File: src/rtl/muldiv_seq_pkg.sv
// Shared widths, opcodes and ALU function codes for the ONC-16 multiply/divide unit.
package muldiv_seq_pkg;

   localparam int unsigned DATA_W     = 16;
   localparam int unsigned ALU_FUNC_W = 3;
   localparam int unsigned FR_FLAG_W  = 1;
   localparam int unsigned FR_C       = 0;
   localparam int unsigned CNT_W      = 4;

   localparam logic [CNT_W-1:0] CNT_LAST = '1;

   typedef enum logic [ALU_FUNC_W-1:0] {
      ALU_ADD   = 3'd0,
      ALU_SUB   = 3'd1,
      ALU_AND   = 3'd2,
      ALU_OR    = 3'd3,
      ALU_XOR   = 3'd4,
      ALU_PASSB = 3'd5
   } alu_func_e;

   typedef enum logic {
      MD_MULU = 1'b0,
      MD_DIVU = 1'b1
   } md_op_e;

   typedef enum logic [1:0] {
      S_IDLE = 2'd0,
      S_RUN  = 2'd1,
      S_DONE = 2'd2
   } md_state_e;

endpackage

File: src/rtl/muldiv_seq_alu.sv
// Combinational ALU; C flag is carry-out for ADD and unsigned borrow (a < b) for SUB.
module muldiv_seq_alu
   import muldiv_seq_pkg::*;
(
   input  logic [DATA_W-1:0]    a,
   input  logic [DATA_W-1:0]    b,
   input  alu_func_e            func,
   output logic [DATA_W-1:0]    y_c,
   output logic [FR_FLAG_W-1:0] flags_c
);

   logic [DATA_W:0] ext;

   always_comb begin
      ext     = '0;
      y_c     = '0;
      flags_c = '0;
      case (func)
         ALU_ADD: begin
            ext           = {1'b0, a} + {1'b0, b};
            y_c           = ext[DATA_W-1:0];
            flags_c[FR_C] = ext[DATA_W];
         end
         ALU_SUB: begin
            ext           = {1'b0, a} - {1'b0, b};
            y_c           = ext[DATA_W-1:0];
            flags_c[FR_C] = ext[DATA_W];
         end
         ALU_AND:   y_c = a & b;
         ALU_OR:    y_c = a | b;
         ALU_XOR:   y_c = a ^ b;
         ALU_PASSB: y_c = b;
         default:   y_c = a;
      endcase
   end

endmodule

File: src/rtl/muldiv_seq.sv
// Multi-cycle unsigned 16x16 multiply (shift-and-add) and 16/16 divide (restoring),
// one ALU step per clock through a private ALU instance.
module muldiv_seq
   import muldiv_seq_pkg::*;
(
   input  logic              clk,
   input  logic              rst,
   input  logic              start,
   input  logic              op,
   input  logic [DATA_W-1:0] opa,
   input  logic [DATA_W-1:0] opb,
   output logic              busy,
   output logic              done,
   output logic [DATA_W-1:0] res_hi,
   output logic [DATA_W-1:0] res_lo,
   output logic              dz
);

   md_state_e             state, state_d;
   md_op_e                op_q;
   logic [DATA_W-1:0]     hi, lo, b_q;
   logic [DATA_W-1:0]     hi_d, lo_d;
   logic [CNT_W-1:0]      cnt;
   logic                  busy_d, done_d;
   logic                  accept, dz_start;

   logic [DATA_W-1:0]     alu_a, alu_b, alu_y;
   alu_func_e             alu_func;
   logic [FR_FLAG_W-1:0]  alu_flags;
   logic [DATA_W-1:0]     div_a;

   assign accept   = (state == S_IDLE) && start;
   assign dz_start = (op == MD_DIVU) && (opb == '0);
   assign div_a    = {hi[DATA_W-2:0], lo[DATA_W-1]};
   assign res_hi   = hi;
   assign res_lo   = lo;

   muldiv_seq_alu u_alu (
      .a       (alu_a),
      .b       (alu_b),
      .func    (alu_func),
      .y_c     (alu_y),
      .flags_c (alu_flags)
   );

   // ALU operand select; held at ADD with zero operands outside RUN so flags stay quiet
   always_comb begin
      alu_a    = '0;
      alu_b    = '0;
      alu_func = ALU_ADD;
      if (state == S_RUN) begin
         if (op_q == MD_MULU) begin
            alu_a    = hi;
            alu_b    = lo[0] ? b_q : '0;
            alu_func = ALU_ADD;
         end else begin
            alu_a    = div_a;
            alu_b    = b_q;
            alu_func = ALU_SUB;
         end
      end
   end

   // Next state, next datapath values and registered output precursors
   always_comb begin
      state_d = state;
      hi_d    = hi;
      lo_d    = lo;
      case (state)
         S_IDLE: begin
            if (start) state_d = dz_start ? S_DONE : S_RUN;
         end
         S_RUN: begin
            if (op_q == MD_MULU) begin
               {hi_d, lo_d} = {alu_flags[FR_C], alu_y, lo[DATA_W-1:1]};
            end else if (hi[DATA_W-1] | ~alu_flags[FR_C]) begin
               hi_d = alu_y;
               lo_d = {lo[DATA_W-2:0], 1'b1};
            end else begin
               hi_d = div_a;
               lo_d = {lo[DATA_W-2:0], 1'b0};
            end
            if (cnt == CNT_LAST) state_d = S_DONE;
         end
         S_DONE:  state_d = S_IDLE;
         default: state_d = S_IDLE;
      endcase
      busy_d = (state_d != S_IDLE);
      done_d = (state_d == S_DONE);
   end

   always_ff @(posedge clk) begin
      if (rst) begin
         state <= S_IDLE;
         busy  <= 1'b0;
         done  <= 1'b0;
      end else begin
         state <= state_d;
         busy  <= busy_d;
         done  <= done_d;
      end
   end

   // Datapath registers; a divide by zero loads the final result directly on accept
   always_ff @(posedge clk) begin
      if (rst) begin
         hi   <= '0;
         lo   <= '0;
         b_q  <= '0;
         cnt  <= '0;
         op_q <= MD_MULU;
         dz   <= 1'b0;
      end else if (accept) begin
         hi   <= dz_start ? opa : '0;
         lo   <= dz_start ? '1 : opa;
         b_q  <= opb;
         cnt  <= '0;
         op_q <= md_op_e'(op);
         dz   <= dz_start;
      end else if (state == S_RUN) begin
         hi   <= hi_d;
         lo   <= lo_d;
         cnt  <= cnt + CNT_W'(1);
      end
   end

endmodule

File: config.mk
export PLATFORM = sky130hd
export DESIGN_NAME = muldiv_seq
export DESIGN_NICKNAME = d
export VERILOG_FILES = /design/src/rtl/muldiv_seq_pkg.sv /design/src/rtl/muldiv_seq_alu.sv /design/src/rtl/muldiv_seq.sv
export SDC_FILE = /design/constraint.sdc
export NUM_CORES = 1
export LEC_CHECK = 0
export CELL_PAD_IN_SITES_DETAIL_PLACEMENT = 0
export CELL_PAD_IN_SITES_GLOBAL_PLACEMENT = 2
export CORE_MARGIN = 2
export CORE_UTILIZATION = 35
export CTS_CLUSTER_DIAMETER = 200
export DETAILED_ROUTE_END_ITERATION = 8
export DONT_BUFFER_PORTS = 1
export PLACE_DENSITY_LB_ADDON = 0.05
export SLEW_MARGIN = 25
export SYNTH_ARGS = -nofsm -noshare
export SYNTH_HDL_FRONTEND = slang
export SYNTH_SLANG_ARGS = --single-unit
File: constraint.sdc
create_clock -name clk -period 13.5 [get_ports clk]
set_clock_uncertainty 0.2 [all_clocks]
set_input_delay 2.025 -clock clk [delete_from_list [all_inputs] [get_ports clk]]
set_output_delay 2.025 -clock clk [all_outputs]
set_load 0.03 [all_outputs]
# == Word-level counts from Yosys, hierarchy flattened ==
# Index checks and enable logic that the tools add are counted.
# totals
word_cells,56
ff_bits,58
input_bits,36
# op_classes
reduce_logical,8
n_eq_ne,8
n_addsub,3
n_bitwise,5
n_mux,23
# op_table
operator,count
$mux 16,14
$pmux 16 s6,1
$add 16x16->17,1
$sub 16x16->17,1
$and 16x16->16,1
$logic_not 16->1,1
$or 16x16->16,1
$xor 16x16->16,1
$eq 1x3->1 const B,2
$mux 2,3
$add 4x1->4 const B,1
$eq 1x2->1 const B,2
$eq 4x4->1 const B,1
$pmux 2 s2,1
$reduce_bool 2->1,2
$logic_not 3->1,1
$mux 1,3
$eq 2x1->1 const B,1
$eq 2x2->1 const B,1
$logic_and 1x1->1,2
$logic_not 2->1,1
$pmux 1 s2,1
$reduce_or 2->1,1
$eq 1x1->1 const B,1
2 further kinds,2

# == Longest topological paths before layout ==
# depth
depth_word,11
mapped_depth,18
depth_no_buf,14

# == Hierarchy ==
# A second synthesis with hierarchy kept.
# hier_totals
hier_cells,852
hier_area_um2,6368.6
# modules_own_cells
mod,instances,cells_each,seq_area_each_um2,area_per_inst_um2
muldiv_seq,1,407,1161.1,3352.0
muldiv_seq_alu,1,445,0.0,3016.6

# == Worst setup path before layout ==
# Ideal clock, no wire load.
# synth_path
path_kind,register -> register
startpoint,reg op_q
endpoint,"reg hi[6], in the netlist res_hi[6]"
t_arrival_ns,3.981
synth_period_minus_slack_ns,4.314
path_slack_ns,9.186
path_stages_with_launch,17
path_cell_list,dfxtp_1 -> buf_1 -> clkbuf_1 -> buf_1 -> mux2i_1 -> nor2_1 -> ha_1 -> buf_2 -> a211oi_1 -> o21ai_1 -> a21bo_2 -> and4bb_2 -> o22ai_2 -> a21oi_1 -> buf_4 -> a221oi_1 -> nor3_1
# synth_via
elab_chain_cells,10
# synth_rtl
element,line,text
from (decl),muldiv_seq.sv:20,md_op_e op_q;
from (signal assigned),muldiv_seq.sv:118,op_q <= md_op_e'(op);
$mux 16 / $mux 1 (equally long branches),muldiv_seq.sv:52,if (op_q == MD_MULU) begin
$mux 16 / $mux 1 (equally long branches),muldiv_seq.sv:51,if (state == S_RUN) begin
"$sub 16x16->17, or another cell as far along",muldiv_seq_alu.sv:25,"ext = {1'b0, a} - {1'b0, b};"
$pmux 1 s2,muldiv_seq_alu.sv:18,case (func)
$not 1->1,muldiv_seq.sv:76,end else if (hi[DATA_W-1] | ~alu_flags[FR_C]) begin
$or 1x1->1,muldiv_seq.sv:76,
$mux 16,muldiv_seq.sv:76,
$mux 16 (*),muldiv_seq.sv:74,if (op_q == MD_MULU) begin
$mux 16 (*),muldiv_seq.sv:120,end else if (state == S_RUN) begin
$mux 16 (*),muldiv_seq.sv:113,end else if (accept) begin
to (signal assigned),muldiv_seq.sv:114,hi <= dz_start ? opa : '0;
to (signal assigned),muldiv_seq.sv:121,hi <= hi_d;
to (decl),muldiv_seq.sv:21,"logic [DATA_W-1:0] hi, lo, b_q;"
# Mark *: on every way between the ends. The rest lies on a longest branch, timed or not. The select of a mux whose other input is x is not followed.
# A chain may end at the register's enable or synchronous reset.

# == Final worst setup path ==
# layout_path
startpoint,reg state[1]
endpoint,"reg hi[10], in the netlist res_hi[10]"
# layout_via
elab_chain_cells,10
# layout_rtl
element,line,text
from (decl),muldiv_seq.sv:19,"md_state_e state, state_d;"
from (signal assigned),muldiv_seq.sv:98,state <= state_d;
$eq 2x1->1,"muldiv_seq.sv:51, muldiv_seq.sv:69, muldiv_seq.sv:120",
$mux 16 / $mux 1 (equally long branches),muldiv_seq.sv:51,
"$sub 16x16->17, or another cell as far along",muldiv_seq_alu.sv:25,
$pmux 1 s2,muldiv_seq_alu.sv:18,
$not 1->1,muldiv_seq.sv:76,
$or 1x1->1,muldiv_seq.sv:76,
$mux 16,muldiv_seq.sv:76,
$mux 16,muldiv_seq.sv:74,
$mux 16,muldiv_seq.sv:120,
$mux 16,muldiv_seq.sv:113,
# Several ways; a longest one is shown, not always the timed one. The select of a mux whose other input is x is not followed.

==> run metrics <==
status=finished, final reports clean; Mapped Nets=712; port bufs=0; Worst Path Max Fanout=33; Pwr Density=102 nW/um^2; CP Data Arrival Time=5.03 ns; Cell Area, Placed=4810 um^2; Critical Path RT=13.53 ns; Setup violations, final=0; Gates resized, CTS repair=0; Row Count=42; Setup Crit Path Kind=register to register; area of the die=14500 um^2; commonest non-fill, non-tap cell in the layout=nand2_1; Pleak=2.08 nW; Final HPWL DP=12100 um; final worst path period share=37.1%; routed via count=4620; CTS root buf=clkbuf_16; most frequent cells in the layout=nand2_1, a21oi_1, dfxtp_1, nor2_1, o21ai_0; largest family of logic cells by synthesized area=compound AO/OA/AOI/OAI gates; drt drc=0; Least-Margin Pin Slew=0.897 ns; RSZ-0062 raised after global routing=no; Hold WS=0.248 ns; antenna violations before repair=0; Synth top area share=24.6%; CP startpoint kind=register; Cell Chain, Critical Path=nand2b_1 -> buf_4 -> nor2_2 -> and2_1 -> ha_1 -> inv_1 -> fa_1 -> o21bai_1 -> o211ai_1 -> a211oi_1 -> o21ai_2 -> o22ai_2 -> and3_1 -> a22oi_1 -> a221oi_1; Max VDD drop=0.0000466 V; Synth Area in Simple Gates=21.6%; Worst slew margin=40.2%; final setup margin=8.49 ns; area of the core=13200 um^2; Cells after Synth=641; Final Cell Area=5080 um^2; largest area contributor in the netlist=dfxtp_1; Synth Area per Inst=7.37 um^2; Final Hold Viols=0; # clock sinks=58; Most used DFF post-synth=dfxtp_1; Die Y=120 um; XOR/XNOR Fraction of Synth Area=4.63%; largest net degree at the start of global routing=58; Routed WL=16300 um; clock slew at reported path FFs=0.05 ns; die width=120 um; Pins Over Slew Limit=0; Fin Setup TNS=0 ns; GPL Wtd Cong=0.841; Critical path buffers and inverters=2; Yosys Warn Count=0; Num CTS Buffers=9; final net count=686; Worst Hold Class=register to register; io pins=71; Routed Antenna Nets=0; fmax=0.200 GHz; Synth Area in Compound Gates=26.0%; Power Total=0.521 mW; average wire per standard cell=20.5 um; #FFs+latches synth=58; Max-Cap Viols=0; share of cells above drive strength 1=6.29%; max incr delay on CP=0.61 ns; pre-CTS worst setup slack=8.30 ns; worst-case clock buffer depth=2; clock period minus worst slack=5.01 ns; Filler cells=1421; Synth Area in Adders=9.58%; CTS tree=done; vias per cell=5.80; family with the most delay on the worst path=compound AO/OA/AOI/OAI gates; Max stage delay cell, worst path=and3_1; Pre-antenna DRT Iters=5; mux cell area share after synthesis=7.04%; register area share after synthesis=24.6%; synthesized area=4730 um^2; Synth cell types=68; Synth area leaders=dfxtp_1, ha_1, nand2_1, a21oi_1, mux2i_1; first-pass GRT wire length=25200 um; DRT iter0 DRCs=374; initial core utilization=35.8%; Post-synth EDFFs=0; global-route usage over all layers=22.5%; fraction of registers with async set/reset=0%; hold_buf cts=0; vias in the first global route=4396; H-tree levels=3; Post-CTS Setup Inserts=0; crit path capture type=register; Worst-Skew Late Latency=0.32 ns; area delta synth->final=7.52%; n_diodes=0; GR Overflow Total=0
-- cells in the mapped netlist, types with 5 or more instances --
master and instances:
nand2b_1 6, clkbuf_1 34, nor2b_1 5, o21ai_0 42
inv_1 31, a21o_1 7, a21oi_1 64, xor2_1 7
nor3_1 23, dfxtp_1 58, and2_1 5, xnor2_1 18
nand3_1 12, o21bai_1 8, ha_1 33, mux2i_1 31
nand2_1 96, a221o_1 9, nor2_1 53, a31oi_1 7
a211oi_1 7, a221oi_1 12
-- stage by stage --
step | utilization, % | cells
6_report | 38.5 | 796
5_1_grt | 38.5 | 796
4_1_cts | 38.5 | 796
3_5_place_dp | 36.5 | 780
3_3_place_gp | 36.5 | 780
2_1_floorplan | - | 641
-- final timing paths --
check,slack (ns),cells past startpoint,startpoint,endpoint
max,8.49,15,state[1],res_hi[10]
min reg2reg,0.25,2,b_q[12],b_q[12]
max reg2reg,8.49,15,state[1],res_hi[10]
min,0.25,2,b_q[12],b_q[12]
-- worst register-to-register path, stage by stage, from the launching register on --
cell	delay [ns]
dfxtp_1	0.35
nand2b_1	0.16
buf_4	0.26
nor2_2	0.59
and2_1	0.24
ha_1	0.16
inv_1	0.06
fa_1	0.43
o21bai_1	0.24
o211ai_1	0.16
a211oi_1	0.56
o21ai_2	0.19
o22ai_2	0.23
and3_1	0.61
a22oi_1	0.20
a221oi_1	0.29
-- where the power goes --
group	internal [mW]	total [mW]	switching, mW
clock	0.128	0.203	0.0749
sequential	0.184	0.218	0.0334
combinational	0.0393	0.100	0.0611
total	0.351	0.521	0.169
-- routing by layer --
layer | part of all wire, % | vias up | wire length (um) | track usage [%]
li1 | - | 2218 | - | -
met2 | 48 | 144 | 7750 | 37.1
met3 | 5.5 | 24 | 904 | 4.43
met4 | 2.4 | 0 | 399 | 7.49
met5 | 0 | - | 0 | 0
met1 | 44 | 2234 | 7260 | 29.6
-- area by class of cell --
type	count	area, um^2	share of cell area (%)
clock buffers	13	250	4.92
inverters	32	120	2.36
clock inverters	3	15.0	0.295
flip-flops and latches	58	1160	22.9
multi-input cells	507	3260	64.2
well taps	176	220	4.33
repair buffers	7	52.6	1.03
-- state kept, by name, summed over array words and instances (netlist names) --
signal	count
res_hi	16
done	1
dz	1
state	2
busy	1
op_q	1
cnt	4
res_lo	16
b_q	16
-- kinds of logic after synthesis --
logic type / after synthesis
adders and majority gates: 35
and+or+nand+nor: 226
xor gates and xnor gates: 25
DFF: 58
AOI/OAI and AO/OA: 188
muxes: 33
buffers and inverters: 76
Note: power is estimated with default switching activity, not from simulation.
